<file path="config.mk">
export PLATFORM = sky130hd
export DESIGN_NAME = muxn_arb
export DESIGN_NICKNAME = d
export VERILOG_FILES = /design/src/rtl/muxn_arb.sv
export SDC_FILE = /design/constraint.sdc
export NUM_CORES = 1
export LEC_CHECK = 0
export BUFFER_PORTS_ARGS = -buffer_cell sky130_fd_sc_hd__buf_4
export CAP_MARGIN = 15
export CELL_PAD_IN_SITES_DETAIL_PLACEMENT = 1
export CELL_PAD_IN_SITES_GLOBAL_PLACEMENT = 1
export CORE_MARGIN = 2
export CORE_UTILIZATION = 31
export DETAILED_ROUTE_END_ITERATION = 8
export MAX_ROUTING_LAYER = met4
export PLACE_DENSITY_LB_ADDON = 0.1
export SLEW_MARGIN = 30
export SYNTH_ARGS = -nofsm -noshare
export SYNTH_HDL_FRONTEND = slang
export SYNTH_SLANG_ARGS = --single-unit
</file>
<file path="constraint.sdc">
create_clock -name clk -period 4.9 [get_ports clk]
set_clock_uncertainty 0.15 [all_clocks]
set_input_delay 0.245 -clock clk [delete_from_list [all_inputs] [get_ports clk]]
set_output_delay 0.245 -clock clk [all_outputs]
set_load 0.03 [all_outputs]
</file>
<file path="src/rtl/muxn_arb.sv">
// N-input registered multiplexer with per-channel valid/ready handshake.
// Channel choice is either an explicit select or round-robin arbitration.
module muxn_arb #(
  parameter int WIDTH = 32,
  parameter int N     = 4,
  parameter int SELW  = $clog2(N)
) (
  input  logic               clk,
  input  logic               reset,
  input  logic               mode,
  input  logic [SELW-1:0]    sel,
  input  logic [N-1:0]       in_valid,
  input  logic [N*WIDTH-1:0] in_data,
  output logic [N-1:0]       in_ready,
  output logic               out_valid,
  output logic [WIDTH-1:0]   out_data,
  output logic [SELW-1:0]    out_chan,
  input  logic               out_ready
);

  logic [SELW-1:0]  rr_ptr;
  logic [SELW-1:0]  grant;
  logic [SELW-1:0]  g;
  logic [WIDTH-1:0] g_data;
  logic             found;
  logic             sel_ok;
  logic             g_ok;
  logic             can_accept;
  logic             xfer_in;

  // Channel index visited at scan step k, starting at ptr and wrapping at N.
  function automatic logic [SELW-1:0] rr_idx(input logic [SELW-1:0] ptr, input int k);
    int s;
    s = int'(ptr) + k;
    if (s >= N) s = s - N;
    return SELW'(s);
  endfunction

  assign can_accept = !out_valid || out_ready;

  // NOTE: every always_comb output gets a default first, so no path leaves it unassigned (no latch).
  always_comb begin
    grant = '0;
    found = 1'b0;
    for (int k = 0; k < N; k++) begin
      if (!found && in_valid[rr_idx(rr_ptr, k)]) begin
        found = 1'b1;
        grant = rr_idx(rr_ptr, k);
      end
    end
  end

  // A select value that names no channel accepts nothing.
  always_comb begin
    sel_ok = 1'b0;
    for (int i = 0; i < N; i++) begin
      if (sel == SELW'(i)) sel_ok = 1'b1;
    end
  end

  assign g    = mode ? grant : sel;
  assign g_ok = mode ? found : sel_ok;

  always_comb begin
    in_ready = '0;
    g_data   = '0;
    for (int i = 0; i < N; i++) begin
      if (g == SELW'(i)) begin
        in_ready[i] = g_ok && can_accept && !reset;
        g_data      = in_data[i*WIDTH +: WIDTH];
      end
    end
  end

  assign xfer_in = |(in_ready & in_valid);

  // NOTE: sequential state uses non-blocking assignments so every register samples pre-edge values.
  always_ff @(posedge clk) begin
    if (reset) begin
      out_valid <= 1'b0;
      out_data  <= '0;
      out_chan  <= '0;
      rr_ptr    <= '0;
    end else begin
      if (xfer_in) begin
        out_valid <= 1'b1;
        out_data  <= g_data;
        out_chan  <= g;
      end else if (out_valid && out_ready) begin
        out_valid <= 1'b0;
      end
      if (xfer_in && mode) begin
        rr_ptr <= (g == SELW'(N - 1)) ? '0 : g + 1'b1;
      end
    end
  end

endmodule

</file>
==> results.py <==
metrics = {
    "critical_path": {
        "critical_path_arrival_ns": 3.90,
        "launch_point_of_the_worst_reg_to_reg_path": "rr_ptr[1]",
        "worstSetupStartpointType": "register",
        "reg2regPathDepth": 11,
        "endpoint_kind": "register",
        "cpPeakStageDelay_ns": 0.65,
        "slack_of_the_worst_reg_to_reg_path_ns": 1.06,
        "slowest_stage": "sky130_fd_sc_hd__nor2b_2",
        "critical_path.top_delay_family": "simple AND/OR/NAND/NOR gates",
        "criticalPathCategory": "reg -> reg",
        "worst-path-buf-inv": 1,
        "crit_required_ns": 4.96,
        "crit_path_cell_trace": "mux4_2 > nor2b_1 > o21ai_1 > o21a_2 > ha_1 > nor2b_2 > buf_4 > a221oi_1 > nor3_1 > a21oi_1 > a211oi_2",
        "crit_path_max_fanout": 20,
        "regToRegEndpoint": "out_data[7]",
    },
    "sta": {
        "setup_repair_after_global_routing_missed_its_margin": "no",
        "setup-violations-final": 0,
        "slew-limit-headroom": 0.486,
        "max_freq_ghz": 0.261,
        "fin_setup_tns_ns": 0,
        "timing_max_transition_violations_final": 0,
        "tmin_final_ns": 3.84,
        "whs_ns": 0.0954,
        "final_hold_viol_count": 0,
        "period_share": 0.783,
        "tightestPinTransition_ns": 0.772,
    },
    "clocking": {
        "cts.sinks": 37,
        "clock_tree_from_tritoncts": "yes",
        "cts_inserted_buffers": 5,
        "postCtsSetupBuffers": 0,
        "clkSlewWorstSetupHoldPaths_ns": 0.08,
        "cts-htree-levels": 2,
        "post_cts_resize_count": 0,
        "clock_path_buffers": 2,
        "clk-insertion-delay-late_ns": 0.29,
        "cts_hold_buf": 0,
        "cts-root-buf": "sky130_fd_sc_hd__clkbuf_8",
    },
    "pwr": {
        "powerDensity_nw_per_um2": 268,
        "fin_total_pwr_w": 0.00109,
        "leakage_nw": 1.73,
        "vdd_ir_drop_max_mv": 0.111,
    },
    "floorplanning": {
        "die-width_um": 97.0,
        "die-area_um2": 9420,
        "row_count": 33,
        "num_io_pins": 177,
        "initial_core_util": 0.323,
        "floorplan.core_area_um2": 8300,
        "die_height_um": 97.0,
    },
    "min_path": {
        "hold_path.startpoint": "mode",
        "hold_path_depth": 2,
        "min_delay_worst_endpoint": "rr_ptr[0]",
        "min-delay-path-class": "in -> reg",
    },
    "synth": {
        "post_synth_main_area_contributors": "sky130_fd_sc_hd__dfxtp_1, sky130_fd_sc_hd__a211oi_2, sky130_fd_sc_hd__a221oi_1, sky130_fd_sc_hd__nor2b_1, sky130_fd_sc_hd__a21oi_1",
        "synth_cell_type_count": 37,
        "ys_dominant_reg_cell": "sky130_fd_sc_hd__dfxtp_1",
        "number_of_synthesized_register_bits": 37,
        "synth-warning-count": 0,
        "synth_top_area_share": 0.276,
        "number_of_nets_in_the_synthesized_netlist": 470,
        "synth_edf_count": 0,
        "seq_area_frac_synth": 0.276,
        "synth_async_sr_flop_share": 0,
        "synth.cell_area_um2": 2680,
        "yosys.area.top_type": "sky130_fd_sc_hd__dfxtp_1",
        "mean_instance_size_in_the_synthesized_netlist_um2": 8.18,
        "mapped_cells": 328,
    },
    "global_routing": {
        "gr-usage-all-layers": 0.211,
        "globalRoute.busiestLayer": "met2",
        "grt_max_degree": 66,
        "first_global_vias": 3182,
        "global_route.overflow_total": 0,
        "grt_use_met1": 0.253,
        "global_route.usage.met3": 0.0434,
        "wire_length_of_the_first_global_routing_pass_um": 15900,
        "antenna_found_initial": 0,
        "met2_usage": 0.364,
    },
    "layout": {
        "final-instance-count-excl-fill": 586,
        "area.sequential_um2": 741,
        "antenna-diode-count": 0,
        "finalNetCount": 622,
        "mostFrequentLayoutCell": "sky130_fd_sc_hd__buf_4",
        "final_layout_size_suffix_gt1_frac": 0.476,
        "multi_input_gate_area_um2": 1740,
        "most-common-layout-cells": "sky130_fd_sc_hd__buf_4, sky130_fd_sc_hd__a21oi_1, sky130_fd_sc_hd__dfxtp_1",
        "layout.filler_cells": 1043,
        "final_util": 0.492,
        "layout-area-overhead-vs-synth_pct": 52.0,
    },
    "placement": {
        "placedCellCount": 578,
        "number_of_port_buffers": 176,
        "gp_congestion": 0.881,
        "hpwlAfterDp_um": 7620,
    },
    "route": {
        "routedWlPerCell_um": 17.2,
        "detailedRoute.firstPassIterationCount": 4,
        "drc": 0,
        "drtIter0Drc": 68,
        "totalWireLength_um": 10100,
        "route.detailed.vias_per_inst": 5.28,
        "detailroute.via_count": 3092,
        "antenna_left": 0,
    },
    "status": {
        "status": "finished clean",
    },
    "run": {
        "cap_violations": 0,
    },
}
[registers in the layout, indices dropped and copies added (netlist names)]
register / count
out_data: 32
out_chan: 2
rr_ptr: 2
out_valid: 1
[cell type report]
type	instances	area share
clock inverters	2	0.00245
inverters	4	0.00368
clock buffers	6	0.0178
flip-flops and latches	37	0.182
multi-input cells	250	0.427
repair buffers	182	0.335
well taps	105	0.0322
[metrics by stage]
| stage | worst slack (ns) | instance area (µm²) |
|---|---|---|
| floorplan | 1.97 | 2680 |
| global placement | 1.15 | 4000 |
| detailed placement | 1.03 | 4000 |
| CTS | 1.04 | 4080 |
| global route | 0.713 | 4080 |
| finish | 1.06 | 4080 |
[cell usage after synthesis (all sizes together), types with 2 or more instances]
library cell,n
nand3b,2
nor2b,36
o21ai,5
a21oi,37
clkbuf,25
ha,4
a22oi,2
nor2,36
inv,4
and3,4
dfxtp,37
nand2b,4
nor3,33
buf,12
a221oi,31
nand2,7
a211oi,34
a21o,2
[routing by layer]
metal	wire length (µm)	up-vias
met1	4300	1442
met4	148	0
li1	-	1523
met3	606	11
met5	0	-
met2	5040	116
[worst max path at each step]
stage / from / end / cells past startpoint
2_1_floorplan: rr_ptr[1] / out_data[17] / 12
3_3_place_gp: rr_ptr[1] / out_data[17] / 11
3_5_place_dp: rr_ptr[1] / out_data[17] / 11
4_1_cts: rr_ptr[1] / out_data[17] / 11
5_1_grt: rr_ptr[1] / out_data[12] / 11
6_report: rr_ptr[1] / out_data[7] / 11
[report_power, final]
group          internal [W]  switching [W]  total (W)
Clock             0.0000989       0.000115   0.000214
Sequential         0.000335      0.0000207   0.000356
Combinational      0.000231       0.000293   0.000523
[logic make-up (layout without fill, tap and decap cells)]
group | count (synthesis) | after routing | share of synthesized area
and+or+nand+nor | 126 | 126 | 0.241
AOI/OAI and AO/OA | 119 | 119 | 0.379
buffers and inverters | 41 | 194 | 0.0769
DFF | 37 | 37 | 0.276
adders and majority gates | 4 | 4 | 0.0186
muxes | 1 | 1 | 0.00839
No activity file was read; power rests on OpenSTA's default activity.
